### src/rtl/mb_r8_pipe.sv
// ---------------------------------------------------------------------------
// mb_r8_pipe
// Three-stage pipelined radix-8 Booth multiplier with valid/ready handshakes.
// It handles signed or unsigned operands, selected per operation.
//
//   Stage 1 : Booth recoding of mx into one-hot digit selects, and forming
//             3*my.
//   Stage 2 : reduces the partial products to a sum/carry pair with a
//             carry-save chain.
//   Stage 3 : the final carry-propagate add into the product register.
//
// Ports
//   CLK        sole clock, all state updates on the rising edge
//   RST        asynchronous, active-low reset
//   in_valid   operand pair valid
//   in_ready   block accepts operands this cycle
//   sgn        1 = two's-complement operands, 0 = unsigned
//   mx         multiplicand (Booth-recoded operand), WIDTH bits
//   my         multiplier operand, WIDTH bits
//   out_valid  product valid
//   out_ready  downstream accepts the product
//   product    full 2*WIDTH-bit product
//   done_cnt   count of delivered products; saturates at its maximum value
// ---------------------------------------------------------------------------
module mb_r8_pipe #(
    parameter int WIDTH = 16,
    parameter int CNTW  = 16
) (
    input  logic               CLK,
    input  logic               RST,
    input  logic               in_valid,
    output logic               in_ready,
    input  logic               sgn,
    input  logic [WIDTH-1:0]   mx,
    input  logic [WIDTH-1:0]   my,
    output logic               out_valid,
    input  logic               out_ready,
    output logic [2*WIDTH-1:0] product,
    output logic [CNTW-1:0]    done_cnt
);

    // Number of radix-8 digits. The recoding window is those digits plus the
    // implicit zero below the LSB. It always covers the one-bit-extended mx.
    localparam int NG = (WIDTH + 3) / 3;
    localparam int PW = 2 * WIDTH;
    localparam int YW = WIDTH + 2;
    localparam int XW = 3 * NG + 1;

    localparam logic [CNTW-1:0] CNT_ONE = CNTW'(1);
    localparam logic [CNTW-1:0] CNT_MAX = {CNTW{1'b1}};

    // Handshake
    logic en;
    logic accept;

    // Stage 1 registers
    logic          s1_valid_q, s1_valid_d;
    logic          s1_sgn_q,   s1_sgn_d;
    logic [YW-1:0] s1_y_q,     s1_y_d;
    logic [YW-1:0] s1_ty_q,    s1_ty_d;
    logic [NG-1:0] s1_one_q,   s1_one_d;
    logic [NG-1:0] s1_two_q,   s1_two_d;
    logic [NG-1:0] s1_three_q, s1_three_d;
    logic [NG-1:0] s1_four_q,  s1_four_d;
    logic [NG-1:0] s1_neg_q,   s1_neg_d;

    // Stage 2 registers
    logic          s2_valid_q, s2_valid_d;
    logic [PW-1:0] s2_sum_q,   s2_sum_d;
    logic [PW-1:0] s2_car_q,   s2_car_d;

    // Stage 3 / output registers
    logic            out_valid_q, out_valid_d;
    logic [PW-1:0]   product_q,   product_d;
    logic [CNTW-1:0] done_cnt_q,  done_cnt_d;

    // Stage 1 combinational signals
    logic [XW-2:0] mx_ext;
    logic [XW-1:0] xwin;
    logic [YW-1:0] my_ext;
    logic [YW-1:0] tmy;
    logic [NG-1:0] r_one, r_two, r_three, r_four, r_neg;

    // Stage 2 combinational signals
    logic [PW-1:0] y1_w, y2_w, y3_w, y4_w;
    logic [PW-1:0] pp, cs_s, cs_c, cs_t, corr;

    // The whole pipeline freezes only when a finished product is waiting
    // and downstream is not taking it. in_ready is also forced low while
    // reset is asserted.
    assign en        = !(out_valid_q && !out_ready);
    assign in_ready  = en && RST;
    assign accept    = in_valid && in_ready;

    assign out_valid = out_valid_q;
    assign product   = product_q;
    assign done_cnt  = done_cnt_q;

    // Booth recoding. Each 4-bit window b3 b2 b1 b0 has the value
    // -4*b3 + 2*b2 + b1 + b0. That value is recoded to a one-hot magnitude
    // and a negate flag. The pattern 1111 is "minus zero", so it stays a
    // plain zero with no negation.
    always_comb begin
        mx_ext  = {{(XW-1-WIDTH){sgn & mx[WIDTH-1]}}, mx};
        xwin    = {mx_ext, 1'b0};
        my_ext  = {{2{sgn & my[WIDTH-1]}}, my};
        tmy     = my_ext + {my_ext[YW-2:0], 1'b0};
        r_one   = '0;
        r_two   = '0;
        r_three = '0;
        r_four  = '0;
        r_neg   = '0;
        for (int i = 0; i < NG; i++) begin
            case (xwin[3*i +: 4])
                4'b0001, 4'b0010: r_one[i] = 1'b1;
                4'b0011, 4'b0100: r_two[i] = 1'b1;
                4'b0101, 4'b0110: r_three[i] = 1'b1;
                4'b0111:          r_four[i] = 1'b1;
                4'b1000: begin
                    r_four[i] = 1'b1;
                    r_neg[i]  = 1'b1;
                end
                4'b1001, 4'b1010: begin
                    r_three[i] = 1'b1;
                    r_neg[i]   = 1'b1;
                end
                4'b1011, 4'b1100: begin
                    r_two[i] = 1'b1;
                    r_neg[i] = 1'b1;
                end
                4'b1101, 4'b1110: begin
                    r_one[i] = 1'b1;
                    r_neg[i] = 1'b1;
                end
                default: ;
            endcase
        end
    end

    // Stage 1 register inputs. The register is loaded only on an accepted
    // operand pair. A bubble clears the valid bit but leaves the data as it
    // was.
    always_comb begin
        s1_valid_d = s1_valid_q;
        s1_sgn_d   = s1_sgn_q;
        s1_y_d     = s1_y_q;
        s1_ty_d    = s1_ty_q;
        s1_one_d   = s1_one_q;
        s1_two_d   = s1_two_q;
        s1_three_d = s1_three_q;
        s1_four_d  = s1_four_q;
        s1_neg_d   = s1_neg_q;
        if (en) begin
            s1_valid_d = accept;
            if (accept) begin
                s1_sgn_d   = sgn;
                s1_y_d     = my_ext;
                s1_ty_d    = tmy;
                s1_one_d   = r_one;
                s1_two_d   = r_two;
                s1_three_d = r_three;
                s1_four_d  = r_four;
                s1_neg_d   = r_neg;
            end
        end
    end

    // Multiples of my, sign-extended to the product width. For unsigned
    // operations 3*my can set the top bit of the YW-bit field. For that
    // reason the extension uses the operation's own sgn and not just the MSB.
    always_comb begin
        y1_w = {{(PW-YW){s1_sgn_q & s1_y_q[YW-1]}}, s1_y_q};
        y3_w = {{(PW-YW){s1_sgn_q & s1_ty_q[YW-1]}}, s1_ty_q};
        y2_w = y1_w << 1;
        y4_w = y1_w << 2;
    end

    // Carry-save reduction of the partial products. A negative digit
    // contributes the inverted multiple. Its "+1" is collected in corr, at
    // the digit's LSB weight, and folded in as one extra addend at the end.
    // All arithmetic is modulo 2^PW.
    always_comb begin
        pp   = '0;
        cs_s = '0;
        cs_c = '0;
        cs_t = '0;
        corr = '0;
        for (int i = 0; i < NG; i++) begin
            pp = '0;
            if (s1_one_q[i]) begin
                pp = y1_w;
            end else if (s1_two_q[i]) begin
                pp = y2_w;
            end else if (s1_three_q[i]) begin
                pp = y3_w;
            end else if (s1_four_q[i]) begin
                pp = y4_w;
            end
            if (s1_neg_q[i]) begin
                pp           = ~pp;
                corr[3*i]    = 1'b1;
            end
            pp   = pp << (3 * i);
            cs_t = cs_s ^ cs_c ^ pp;
            cs_c = ((cs_s & cs_c) | (cs_s & pp) | (cs_c & pp)) << 1;
            cs_s = cs_t;
        end
        cs_t = cs_s ^ cs_c ^ corr;
        cs_c = ((cs_s & cs_c) | (cs_s & corr) | (cs_c & corr)) << 1;
        cs_s = cs_t;
    end

    // Stage 2 register inputs
    always_comb begin
        s2_valid_d = s2_valid_q;
        s2_sum_d   = s2_sum_q;
        s2_car_d   = s2_car_q;
        if (en) begin
            s2_valid_d = s1_valid_q;
            if (s1_valid_q) begin
                s2_sum_d = cs_s;
                s2_car_d = cs_c;
            end
        end
    end

    // Final add. The product register only changes when a real result
    // arrives, so it holds its last value through bubbles and stalls.
    always_comb begin
        out_valid_d = out_valid_q;
        product_d   = product_q;
        if (en) begin
            out_valid_d = s2_valid_q;
            if (s2_valid_q) begin
                product_d = s2_sum_q + s2_car_q;
            end
        end
    end

    // Delivered-product counter, saturating at all-ones
    always_comb begin
        done_cnt_d = done_cnt_q;
        if (out_valid_q && out_ready && (done_cnt_q != CNT_MAX)) begin
            done_cnt_d = done_cnt_q + CNT_ONE;
        end
    end

    always_ff @(posedge CLK or negedge RST) begin
        if (!RST) begin
            s1_valid_q  <= 1'b0;
            s1_sgn_q    <= 1'b0;
            s1_y_q      <= '0;
            s1_ty_q     <= '0;
            s1_one_q    <= '0;
            s1_two_q    <= '0;
            s1_three_q  <= '0;
            s1_four_q   <= '0;
            s1_neg_q    <= '0;
            s2_valid_q  <= 1'b0;
            s2_sum_q    <= '0;
            s2_car_q    <= '0;
            out_valid_q <= 1'b0;
            product_q   <= '0;
            done_cnt_q  <= '0;
        end else begin
            s1_valid_q  <= s1_valid_d;
            s1_sgn_q    <= s1_sgn_d;
            s1_y_q      <= s1_y_d;
            s1_ty_q     <= s1_ty_d;
            s1_one_q    <= s1_one_d;
            s1_two_q    <= s1_two_d;
            s1_three_q  <= s1_three_d;
            s1_four_q   <= s1_four_d;
            s1_neg_q    <= s1_neg_d;
            s2_valid_q  <= s2_valid_d;
            s2_sum_q    <= s2_sum_d;
            s2_car_q    <= s2_car_d;
            out_valid_q <= out_valid_d;
            product_q   <= product_d;
            done_cnt_q  <= done_cnt_d;
        end
    end

endmodule

### config.mk
export PLATFORM = sky130hd
export DESIGN_NAME = mb_r8_pipe
export DESIGN_NICKNAME = d
export VERILOG_FILES = /design/src/rtl/mb_r8_pipe.sv
export SDC_FILE = /design/constraint.sdc
export NUM_CORES = 1
export LEC_CHECK = 0
export ABC_AREA = 1
export BUFFER_PORTS_ARGS = -buffer_cell sky130_fd_sc_hd__buf_4
export CAP_MARGIN = 0
export CORE_ASPECT_RATIO = 0.5
export CORE_MARGIN = 3
export CORE_UTILIZATION = 39
export DETAILED_ROUTE_END_ITERATION = 12
export GPL_ROUTABILITY_DRIVEN = 0
export PLACE_DENSITY = 0.55
export SYNTH_ARGS = -nofsm -noshare
export SYNTH_HDL_FRONTEND = slang
export SYNTH_SLANG_ARGS = --single-unit
### constraint.sdc
create_clock -name CLK -period 5 [get_ports CLK]
set_clock_uncertainty 0.2 [all_clocks]
set_input_delay 0.25 -clock CLK [delete_from_list [all_inputs] [get_ports CLK]]
set_output_delay 0.25 -clock CLK [all_outputs]
set_load 0.01 [all_outputs]
# Yosys cells after proc, flatten, opt, wreduce, memory -nomap -nowiden
# Index checks and enable logic that the tools add are counted.
[totals]
inputBits = 37
ff_bits = 180
word_cells = 249
[op_classes]
n_addsub = 3
bitwise = 48
mux = 66
reduce_logical = 39
eq_ne = 78
[op_table]
columns = ["operator", "count"]
rows = [
  ["31-bit AND", 14],
  ["32-bit XOR", 10],
  ["31-bit OR", 10],
  ["32-bit 2-to-1 mux", 5],
  ["29-bit 2-to-1 mux", 5],
  ["4-bit == test (second input constant)", 35],
  ["26-bit 2-to-1 mux", 5],
  ["23-bit 2-to-1 mux", 5],
  ["20-bit 2-to-1 mux", 5],
  ["17-bit 2-to-1 mux", 5],
  ["4-bit by 3-bit == test with 1-bit output (second input constant)", 20],
  ["4-bit OR reduction", 16],
  ["31-bit by 16-bit AND with 31-bit output", 2],
  ["4-bit by 2-bit == test with 1-bit output (second input constant)", 10],
  ["1-bit 2-to-1 mux", 36],
  ["7-bit OR reduction", 5],
  ["32-bit adder", 1],
  ["32-bit NOT", 1],
  ["32-bit by 16-bit XOR with 32-bit output", 1],
  ["29-bit NOT", 1],
  ["26-bit NOT", 1],
  ["23-bit NOT", 1],
  ["4-bit by 1-bit == test with 1-bit output (second input constant)", 5],
  ["20-bit NOT", 1],
  ["13 further kinds", 34],
]

# Depth between registers and ports, before layout
# Gate-level depths: netlist of the first run.
[logic_depth]
word_depth = 23
ltp_mapped = 27

# Worst setup path after synthesis of the first run
# OpenSTA, ideal clock, no wires.
[synth_path]
kind = "reg-to-reg"
startpoint = "reg s1_three_q[1]"
endpoint = "reg s2_sum_q[15]"
path_slack_ps = 431
t_required_ps = 4679
stages_incl_launch_ff = 18
period_less_slack_ps = 4569
arrival_ps = 4248
path_buffers = 2
cell_sequence = "dfrtp_1 > inv_2 > buf_4 > nand2_2 > buf_6 > o221ai_1 > o221ai_1 > xor2_1 > ha_1 > inv_1 > fa_1 > fa_1 > inv_1 > fa_1 > inv_1 > fa_1 > fa_1 > o21ai_1"
[synth_between]
elab_chain_len = 20
word_cells_on_any_way = 37
cone_classes = "mux: 4; bitwise: 33"
[synth_lines]
columns = ["item", "line_no", "text"]
rows = [
  ["start, declared", "63", "logic [NG-1:0] s1_three_q, s1_three_d;"],
  ["start signal, assigned", "272", "s1_three_q <= s1_three_d;"],
  ["29-bit 2-to-1 mux (*)", "194", "end else if (s1_three_q[i]) begin"],
  ["29-bit 2-to-1 mux (*)", "192", "end else if (s1_two_q[i]) begin"],
  ["29-bit 2-to-1 mux (*)", "190", "if (s1_one_q[i]) begin"],
  ["29-bit NOT", "200", "pp = ~pp;"],
  ["29-bit 2-to-1 mux (*)", "199", "if (s1_neg_q[i]) begin"],
  ["32-bit XOR or 31-bit AND (tied branches)", "204, 205", ""],
  ["31-bit AND", "205", "cs_c = ((cs_s & cs_c) | (cs_s & pp) | (cs_c & pp)) << 1;"],
  ["31-bit OR (2 in series)", "205", ""],
  ["31-bit AND", "205", ""],
  ["31-bit OR (2 in series)", "205", ""],
  ["31-bit AND", "205", ""],
  ["31-bit OR (2 in series)", "205", ""],
  ["31-bit AND", "205", ""],
  ["31-bit OR (2 in series)", "205", ""],
  ["32-bit XOR (*)", "208", "cs_t = cs_s ^ cs_c ^ corr;"],
  ["32-bit by 16-bit XOR with 32-bit output (*)", "208", ""],
  ["end signal, assigned", "276", "s2_sum_q <= s2_sum_d;"],
  ["end, declared", "69", "logic [PW-1:0] s2_sum_q, s2_sum_d;"],
]
# Every way passes the cells marked *; elsewhere a longest branch is shown, timed or not.
# A chain may end at the register's enable or synchronous reset.

# Worst setup path after layout of the first run
[layout_path]
startpoint = "reg s1_one_q[0]"
endpoint = "reg s2_sum_q[15]"
[layout_between]
elab_chain_len = 18
word_cells_on_any_way = 35
cone_classes = "mux: 2; bitwise: 33"
[layout_lines]
columns = ["item", "line_no", "text"]
rows = [
  ["start, declared", "61", "logic [NG-1:0] s1_one_q, s1_one_d;"],
  ["start signal, assigned", "270", "s1_one_q <= s1_one_d;"],
  ["32-bit 2-to-1 mux (*)", "190", ""],
  ["32-bit NOT", "200", ""],
  ["32-bit 2-to-1 mux (*)", "199", ""],
  ["32-bit XOR or 31-bit AND (tied branches)", "204, 205", ""],
  ["31-bit AND", "205", ""],
  ["31-bit OR (2 in series)", "205", ""],
  ["31-bit AND", "205", ""],
  ["31-bit OR (2 in series)", "205", ""],
  ["31-bit AND", "205", ""],
  ["31-bit OR (2 in series)", "205", ""],
  ["31-bit AND", "205", ""],
  ["31-bit OR (2 in series)", "205", ""],
  ["32-bit XOR (*)", "208", ""],
  ["32-bit by 16-bit XOR with 32-bit output (*)", "208", ""],
]
# Marked as above.

==> results of run 1 <==
[cell usage in the layout (no fill, tap or decap), types with 8 or more instances in the layout]
master and n:
o21ai_0 107, nor2_2 12, dfrtp_1 172, nand2_2 17
ha_1 111, o221ai_1 95, o21ai_1 34, nand3b_1 10
nor2_1 76, nand4_1 19, o22ai_1 86, nor2_4 10
fa_1 78, inv_1 273, nand3_2 8, dlygate4sd3_1 34
clkbuf_16 17, nand3_1 93, a21oi_1 42, nand2_1 607
inv_2 32, xor2_1 130, buf_4 147, xnor2_1 14
[logic make-up (layout without fill, tap and decap cells)]
logic type                 after synthesis  count (layout)  share of synthesized area, %
and+or+nand+nor                        876             876                          22.9
buffers and inverters                  410             520                          10.4
AOI/OAI and AO/OA                      382             382                          14.8
adders and majority gates              189             189                          18.0
DFF                                    172             172                          26.2
xor gates and xnor gates               145             145                          7.77
[stage by stage]
step,instances,util [%],hold WS (ns)
after floorplan,2174,-,-0.246
after global placement,2758,43.1,0.0288
after detailed placement,2758,43.1,0.0326
after CTS,2824,45.6,0.00299
after global routing,2824,45.6,0.0287
final,2824,45.6,0.0198
[path summary, 6_finish.rpt]
check | slack [ns] | from | cells after the start | endpoint
max in group asynchronous | 3.26 | RST | 3 | s1_y_q[14]$_DFFE_PN0P_
hold / removal | 0.02 | mx[7] | 4 | s1_two_q[2]$_DFFE_PN0P_
hold reg to reg | 0.28 | s2_car_q[18]$_DFFE_PN0P_ | 2 | s2_car_q[18]$_DFFE_PN0P_
min in group asynchronous | 0.09 | RST | 2 | done_cnt[4]$_DFFE_PN0P_
setup / recovery | 0.24 | s1_one_q[0]$_DFFE_PN0P_ | 14 | s2_sum_q[15]$_DFFE_PN0P_
setup reg to reg | 0.24 | s1_one_q[0]$_DFFE_PN0P_ | 14 | s2_sum_q[15]$_DFFE_PN0P_
[state kept, by name, summed over array words and instances, names as in the netlist]
name,count
product,32
s2_sum_q,32
s2_car_q,26
s1_ty_q,17
s1_y_q,17
done_cnt,16
s1_neg_q,6
s1_one_q,6
s1_two_q,6
s1_four_q,5
s1_three_q,5
out_valid,1
s1_sgn_q,1
s1_valid_q,1
s2_valid_q,1
[worst max-delay path, cell delays in order, from the launching register on]
cell	delay, ns
dfrtp_1	0.50
nor2_4	0.05
inv_1	0.29
o221ai_1	0.21
xor2_1	0.18
ha_1	0.30
inv_1	0.07
fa_1	0.52
fa_1	0.55
inv_1	0.06
fa_1	0.53
inv_1	0.06
fa_1	0.53
fa_1	0.52
o21ai_1	0.06
[area by class of cell]
cell class	instances	area, sq um
flip-flops and latches	172	4300
clock buffers	17	425
multi-input cells	1592	10400
fillers	4185	22300
well taps	540	676
clock inverters	15	241
repair buffers	182	1460
inverters	306	1150
[layer usage]
metal	vias to the layer above	track usage, %	wire length, microns
met4	0	5.99	1350
met5	-	0	0
met1	6907	34.6	24800
li1	7345	-	-
met3	109	6.36	4780
met2	597	36.0	21700
[timing repair]
item	in CTS	in global routing
setup endpoints to repair	0	2
gates resized for setup	0	2
hold buffers	34	0
endpoints found under the hold margin	88	0
==> run metrics, run 1 <==
port bufs=86; chip width=296 microns; Diodes inserted=0; CP Capture Type=flop; Mapped Area=16400 sq um; io pins=between 80 and 90; RSZ-0062 raised after global routing=false; Fmax=around 210 MHz; FFs w/ async S/R, synth=100%; overall routed net length=52700 microns; Area growth syn-to-layout=13.7%; Setup TNS=0 ns; All-Layer GR Usage=24.1%; crit path time final=4.76 ns; number of detailed-route iterations in the first pass=7; Via density=roughly 5.3; GR Overflow Total=0; Final period util=95.1%; worst setup margin=0.243 ns; vias in the first global route=14300; top area cells in the synthesized netlist=dfrtp_1 26%, nand2_1 14%, fa_1 9.5%, ha_1 8.5%, xor2_1 6.9%; Final setup viols=0; # DRC=0; Netlist cell types=50; final instance area=between 15000 and 20000 sq um; outcome=complete, no violations; most instantiated library cell after synthesis=nand2_1; Vias=15000; Core ar.=41000 sq um; first-pass GRT wire length=slightly above 80000 microns; setup slack at placement=0.231 ns; Detailed Route Iter0 Violations=1710; CTS HTree Levels=4; CP Class=reg2reg; Mapped Nets=2400; routed length per instance=between 15 and 20 microns; cells after synthesis=2174; Synthesis Warnings=0; Post-CTS Setup Bufs=0; Clk Latency, worst-skew pair=0.48 ns; final hold vios=0; Synth Area per Inst=7.56 sq um; largest net degree at the start of global routing=65; Root Buffer=clkbuf_16; Max-cap violations=0; Synth Register Bits=172; post-synth top area share=26.2%; initial antenna violation count=0; Routed Antenna Nets=0; clock tree sinks=172; Clock Path Buffers=2; layout cell share with drive strength beyond 1=12.0%; DP Area=17700 sq um; post-DP HPWL=41400 microns; initial core utilization=40.1%; CP Launch Type=flop; Final Max Slew Viols=0; relative slew slack=34.8%; sequential share of the synthesized area=26.2%; WP data arrival=4.88 ns; Required @ worst endpoint=5.12 ns; top post-synthesis cells by count=608 x nand2_1, 273 x inv_1, 172 x dfrtp_1; num rows=52; TritonCTS clock tree=yes; HP Class=in2reg; EDFF count, synth=0; area leader, netlist=dfrtp_1; Clk pin slew, worst setup/hold paths=0.08 ns; CTS Buf Count=17; die area=44800 sq um; critical path fanouts, max=11; nets=2497; worst-margin pin slew=0.977 ns; die height=roughly 150 microns; Top FF cell, synth=dfrtp_1
Power of run 1 is left out: the tool's default activity adds up to more than one toggle a clock period on the data nets, which glitch-free logic cannot reach.
==> run 2, diff against run 1 <==
--- a/config.mk
+++ b/config.mk
@@ -5,7 +5,7 @@
 export SDC_FILE = /design/constraint.sdc
 export NUM_CORES = 1
 export LEC_CHECK = 0
-export ABC_AREA = 1
+export ABC_AREA = 0
 export BUFFER_PORTS_ARGS = -buffer_cell sky130_fd_sc_hd__buf_4
 export CAP_MARGIN = 0
 export CORE_ASPECT_RATIO = 0.5
==> run 2 against run 1 <==
Effect of this change:
- via count fell by 16%
- fmax fell by 0.68%
- non-clock buffer count rose by 10
- critical path depth rose by 3
- synthesized area fell by 7.0%
- sequential share of layout area rose by 1.4 points
- critical path type unchanged
- highest routed layer is now met5
==> run metrics, run 2 <==
cell mode on critical path=xnor2_1 (was fa_1); area leader, netlist=dfrtp_1 (unchanged); outcome=complete, no violations (unchanged); initial core utilization=40.2% (was 40.1%); Fmax=209 MHz (was 210 MHz); Vias=12500 (was 15000); Synth Register Bits=172 (unchanged); Setup TNS=0 ns (unchanged); Clock Path Buffers=2 (unchanged); Top FF cell, synth=dfrtp_1 (unchanged); Core ar.=38000 sq um (was 41000 sq um); XOR/XNOR Fraction of Synth Area=10.7% (was 7.77%); vias in the first global route=11800 (was 14300); port bufs=86 (unchanged); most common cell after layout, fill and taps aside=nand2_1 (unchanged); nets=2056 (was 2497); Max-cap violations=0 (unchanged); CP Launch Type=flop (unchanged); # DRC=0 (unchanged); Diodes inserted=0 (unchanged); M1 WL=22300 microns (was 24800 microns); EDFF count, synth=0 (unchanged); Final setup viols=0 (unchanged); HP Class=in2reg (unchanged); Clk Latency, worst-skew pair=0.46 ns (was 0.48 ns); clock tree sinks=172 (unchanged); area share of fa/ha/maj cells after synthesis=19.5% (was 18.0%); relative slew slack=31.8% (was 34.8%); post-synthesis compound-gate area fraction=18.6% (was 14.8%); Routed Antenna Nets=0 (unchanged); Synth Area in Simple Gates=11.6% (was 22.9%); delay of the slowest cell on the worst path=0.57 ns (was 0.55 ns); overall routed net length=42400 microns (was 52700 microns); post-DP HPWL=32500 microns (was 41400 microns); worst path cell trace=or2_2, o21ai_0, nand2_1, xor2_2, ha_1, inv_1, maj3_1, fa_1, inv_1, fa_1, fa_1, xnor2_1, xnor2_1, xnor2_1, xnor2_1, xnor2_1, o21ai_0 (was nor2_4, inv_1, o221ai_1, xor2_1, ha_1, inv_1, fa_1, fa_1, inv_1, fa_1, inv_1, fa_1, fa_1, o21ai_1); largest family of logic cells by synthesized area=adder cells (was simple AND/OR/NAND/NOR gates); slowest CP cell=fa_1 (unchanged); CTS HTree Levels=4 (unchanged); initial antenna violation count=2 (was 0); number of detailed-route iterations in the first pass=6 (was 7); Mapped Area=15300 sq um (was 16400 sq um); RSZ-0062 raised after global routing=false (unchanged); post-synth top area share=28.1% (was 26.2%); sequential share of the synthesized area=28.1% (was 26.2%); CP bufs+invs=2 (was 4); most instantiated library cell after synthesis=nand2_1 (unchanged); Root Buffer=clkbuf_16 (unchanged); Synthesis Warnings=0 (unchanged); layout cell share with drive strength beyond 1=14.1% (was 12.0%); final hold vios=0 (unchanged); crit path time final=4.79 ns (was 4.76 ns); mux contribution to synthesized area=4.99% (was 0%); routed length per instance=17.9 microns (was 18.7 microns); critical path fanouts, max=6 (was 11); Required @ worst endpoint=5.13 ns (was 5.12 ns); All-Layer GR Usage=20.5% (was 24.1%); chip width=286 microns (was 296 microns); Final Max Slew Viols=0 (unchanged); CP Capture Type=flop (unchanged); FFs w/ async S/R, synth=100% (unchanged); die area=41800 sq um (was 44800 sq um); Synth Area per Inst=8.71 sq um (was 7.56 sq um); Top Layer Used=met5 (was met4); worst-margin pin slew=1.01 ns (was 0.977 ns); Netlist cell types=60 (was 50); cell family with most CP delay=adder cells (unchanged); cells after synthesis=1755 (was 2174); Clk pin slew, worst setup/hold paths=0.08 ns (about the same); Area growth syn-to-layout=15.4% (was 13.7%); Met3 Routed Length=2910 microns (was 4780 microns); Detailed Route Iter0 Violations=913 (was 1710); Via density=5.29 (was 5.30); most frequent cells in the layout=208 x nand2_1, 172 x dfrtp_1, 147 x a21oi_1, 144 x buf_4, 143 x xnor2_1 (was 607 x nand2_1, 273 x inv_1, 172 x dfrtp_1, 147 x buf_4, 130 x xor2_1); CTS Buf Count=17 (unchanged); die height=146 microns (was 151 microns); Final period util=95.8% (was 95.1%); largest net degree at the start of global routing=82 (was 65); num rows=50 (was 52); WP data arrival=4.92 ns (was 4.88 ns); top post-synthesis cells by count=211 x nand2_1, 172 x dfrtp_1, 147 x a21oi_1 (was 608 x nand2_1, 273 x inv_1, 172 x dfrtp_1); fillers=3734 (was 4185); io pins=87 (unchanged); top area cells in the synthesized netlist=dfrtp_1 28%, fa_1 10%, ha_1 9.1%, xnor2_1 8.2%, nand2_1 5.2% (was dfrtp_1 26%, nand2_1 14%, fa_1 9.5%, ha_1 8.5%, xor2_1 6.9%); Mapped Nets=1981 (was 2400); CP Class=reg2reg (unchanged); TritonCTS clock tree=yes (unchanged); WL met2=16700 microns (was 21700 microns); first-pass GRT wire length=68500 microns (was 82800 microns); GR Overflow Total=0 (unchanged); Post-CTS Setup Bufs=0 (unchanged)
==> run 2: cell types whose count changed after synthesis, sizes merged, moves of 83 or more <==
cell | before | now
a21oi | 44 | 147
clkbuf | 15 | 110
inv | 306 | 125
nand2 | 625 | 211
nand3 | 101 | 18
xnor2 | 14 | 143
xor2 | 131 | 44
==> run 2: per-layer routing <==
layer  track usage [%]  up-vias
met2              28.1      379
met1              32.5     5944
met4              4.49        2
met3              4.35       39
met5                 0        -
li1                  -     6146
==> run 2: final cells by class <==
class	count	area, sq um	share of cell area [%]
Clock buffer	17	425	2.41
Multi-Input combinational cell	1320	10000	56.8
Clock inverter	15	194	1.10
Tap cell	520	651	3.69
Timing Repair Buffer	192	1560	8.87
Sequential cell	172	4300	24.4
Inverter	127	477	2.70
==> run 2: cells by family (layout without fill, tap and decap cells) <==
group,count (synthesis),in the layout
adders and majority gates,192,192
muxes,68,68
buffers and inverters,263,351
xor gates and xnor gates,187,187
DFF,172,172
and+or+nand+nor,418,418
AOI/OAI and AO/OA,455,455
==> run 2: path summary, 6_finish.rpt <==
| path | start | end | slack (ns) | cells past startpoint |
|---|---|---|---|---|
| max | s1_two_q[0]$_DFFE_PN0P_ | s2_sum_q[31]$_DFFE_PN0P_ | 0.21 | 17 |
| min reg2reg | s2_sum_q[0]$_DFFE_PN0P_ | product[0]$_DFFE_PN0P_ | 0.28 | 2 |
| min | out_ready | done_cnt[0]$_DFFE_PN0P_ | 0.07 | 3 |
| min in group asynchronous | RST | s1_ty_q[12]$_DFFE_PN0P_ | 0.09 | 2 |
| max in group asynchronous | RST | s2_car_q[15]$_DFFE_PN0P_ | 2.50 | 4 |
| max reg2reg | s1_two_q[0]$_DFFE_PN0P_ | s2_sum_q[31]$_DFFE_PN0P_ | 0.21 | 17 |
==> run 2: metrics by stage <==
stage,setup WS [ns],cell area [sq um],hold WS (ns),instances,utilization (%)
2_1_floorplan,0.124,15300,-0.246,1755,-
3_3_place_gp,0.186,16500,0.00726,2285,43.5
3_5_place_dp,0.148,16500,0.00904,2285,43.5
4_1_cts,0.138,17600,0.0537,2363,46.3
5_1_grt,0.00537,17600,0.0641,2363,46.4
6_report,0.211,17600,0.0722,2363,46.4
==> run 2: tightest hold or removal path, delay by kind of cell <==
| kind | cells | cell delay [ns] |
|---|---|---|
| AO/OA/AOI/OAI | 1 | 0.26 |
| XOR/XNOR | 1 | 0.10 |
| buffers and inverters | 1 | 0.09 |
==> run 2: timing repair <==
item,in CTS,in global routing
hold buffers,46,0
resized for setup,0,4
setup endpoints to repair,0,2
endpoints found under the hold margin,91,0
Power of run 2 is left out for the same reason.
==> run 3, diff against run 2 <==
==> constraint.sdc (replaced) <==
create_clock -name CLK -period 5 [get_ports CLK]
set_clock_uncertainty 0.2 [all_clocks]
set_input_delay 0.5 -clock CLK [delete_from_list [all_inputs] [get_ports CLK]]
set_output_delay 0.5 -clock CLK [all_outputs]
set_load 0.01 [all_outputs]
==> run 3 against run 2 <==
Effect of this change:
- die area unchanged
- critical path depth shrank 2
- hold slack worse by 0.024 ns
- clock-buffer cell count unchanged
==> run metrics, run 3 (synthesis gave the netlist of run 2 again) <==
Final period util=94.4% (was 95.8%); HP Class=in2reg (unchanged); port bufs=86 (unchanged); die height=146 microns (unchanged); largest net degree at the start of global routing=83 (was 82); Clock Path Buffers=2 (unchanged); routed length per instance=18.0 microns (was 17.9 microns); Clk pin slew, worst setup/hold paths=0.08 ns (about the same); Fmax=212 MHz (was 209 MHz); critical path fanouts, max=11 (was 6); Max-cap violations=0 (unchanged); CP Capture Type=flop (unchanged); die area=41800 sq um (unchanged); Routed Antenna Nets=0 (unchanged); Hold WS=0.0486 ns (was 0.0722 ns); Final Max Slew Viols=0 (unchanged); layout cell share with drive strength beyond 1=14.5% (was 14.1%); R2R cell count=15 (was 17); Inst Count DP=2286 (was 2285); chip width=286 microns (unchanged); Setup TNS=0 ns (unchanged); crit path time final=4.72 ns (was 4.79 ns); Final Non-Filler Cells=2319 (was 2363); # DRC=0 (unchanged); WP data arrival=4.86 ns (was 4.92 ns); WHS Path Cells=2 (was 3); io pins=87 (unchanged); Diodes inserted=0 (unchanged); CTS Buf Count=17 (unchanged); Most Used Layer, Global Route=met1 (unchanged); most frequent cells in the layout=208 x nand2_1, 172 x dfrtp_1, 147 x a21oi_1, 146 x buf_4, 143 x xnor2_1 (was 208 x nand2_1, 172 x dfrtp_1, 147 x a21oi_1, 144 x buf_4, 143 x xnor2_1); Post-CTS Setup Bufs=0 (unchanged); first-pass GRT wire length=67200 microns (was 68500 microns); fillers=3840 (was 3734); TritonCTS clock tree=yes (unchanged); All-Layer GR Usage=20.1% (was 20.5%); Required @ worst endpoint=5.13 ns (about the same); nets=2012 (was 2056); CP Launch Type=flop (unchanged); vias in the first global route=11700 (was 11800); number of detailed-route iterations in the first pass=5 (was 6); post-DP HPWL=32400 microns (was 32500 microns); Detailed Route Iter0 Violations=1033 (was 913); worst-margin pin slew=0.949 ns (was 1.01 ns); RSZ-0062 raised after global routing=false (unchanged); Final setup viols=0 (unchanged); relative slew slack=36.1% (was 31.8%); GR Overflow Total=0 (unchanged); slowest CP cell=fa_1 (unchanged); Via density=5.32 (was 5.29); worst path cell trace=or2_2, buf_4, a221o_1, o221ai_1, xnor2_1, ha_1, inv_1, fa_1, fa_1, inv_1, fa_1, inv_1, fa_1, fa_1, o21ai_0 (was or2_2, o21ai_0, nand2_1, xor2_2, ha_1, inv_1, maj3_1, fa_1, inv_1, fa_1, fa_1, xnor2_1, xnor2_1, xnor2_1, xnor2_1, xnor2_1, o21ai_0); most common cell after layout, fill and taps aside=nand2_1 (unchanged); met1 usage=32.2% (was 32.5%); Core ar.=38000 sq um (unchanged); num rows=50 (unchanged); clock tree sinks=172 (unchanged); Root Buffer=clkbuf_16 (unchanged); overall routed net length=41700 microns (was 42400 microns); Area growth syn-to-layout=12.4% (was 15.4%); outcome=complete, no violations (unchanged); met2 usage=27.4% (was 28.1%); initial core utilization=40.2% (unchanged); Vias=12300 (was 12500); Clk Latency, worst-skew pair=0.46 ns (about the same); CP Class=reg2reg (unchanged); CTS HTree Levels=4 (unchanged); cell mode on critical path=fa_1 (was xnor2_1); final hold vios=0 (unchanged); delay of the slowest cell on the worst path=0.56 ns (was 0.57 ns); GRT met3 Usage=3.92% (was 4.35%); initial antenna violation count=0 (was 2)
run 3: final timing paths:
| path | from | end | slack, ns |
|---|---|---|---|
| worst max register to register | s1_two_q[0]$_DFFE_PN0P_ | s2_sum_q[15]$_DFFE_PN0P_ | 0.28 |
| worst min-delay path | mx[0] | s1_four_q[0]$_DFFE_PN0P_ | 0.05 |
| worst max-delay path | s1_two_q[0]$_DFFE_PN0P_ | s2_sum_q[15]$_DFFE_PN0P_ | 0.28 |
| max in group asynchronous | RST | product[6]$_DFFE_PN0P_ | 2.32 |
| worst min register to register | s1_four_q[1]$_DFFE_PN0P_ | s1_four_q[1]$_DFFE_PN0P_ | 0.28 |
| min in group asynchronous | RST | s1_ty_q[16]$_DFFE_PN0P_ | 0.39 |
run 3: metal layers:
layer / vias up / part of all wire [%]
met1: 5886 / 53
met3: 35 / 6.5
met5: - / 0
li1: 6078 / -
met4: 0 / 1.1
met2: 344 / 39
run 3: per-stage QoR:
step	setup slack (ns)	instance area [sq um]	util (%)
after floorplan	0.124	15300	-
after global placement	0.219	16600	43.5
after detailed placement	0.152	16600	43.5
after CTS	0.145	17200	45.2
after global routing	0.0409	17200	45.2
final	0.278	17200	45.2
run 3: what timing repair did:
item	in CTS	in global routing
resized for setup	0	4
hold endpoints to repair	58	0
endpoints found under the setup margin	0	3
hold buffers	1	0
run 3: final cells by class:
class	count	area (sq um)	area share, %
multi-input cells	1320	10000	58.3
flip-flops and latches	172	4300	25.0
repair buffers	148	1120	6.50
well taps	520	651	3.78
inverters	127	477	2.77
clock buffers	17	425	2.47
clock inverters	15	194	1.13
run 3: worst max-delay path: cells and delay by family, from the launching register on:
family                   cells  cell delay [ns]
adder cells (fa/ha/maj)      6             2.69
AO/OA/AOI/OAI                3             0.43
flip-flops                   1             0.38
buffers and inverters        4             0.36
AND/OR/NAND/NOR              1             0.35
XOR/XNOR                     1             0.20
Power of run 3 is left out for the same reason.
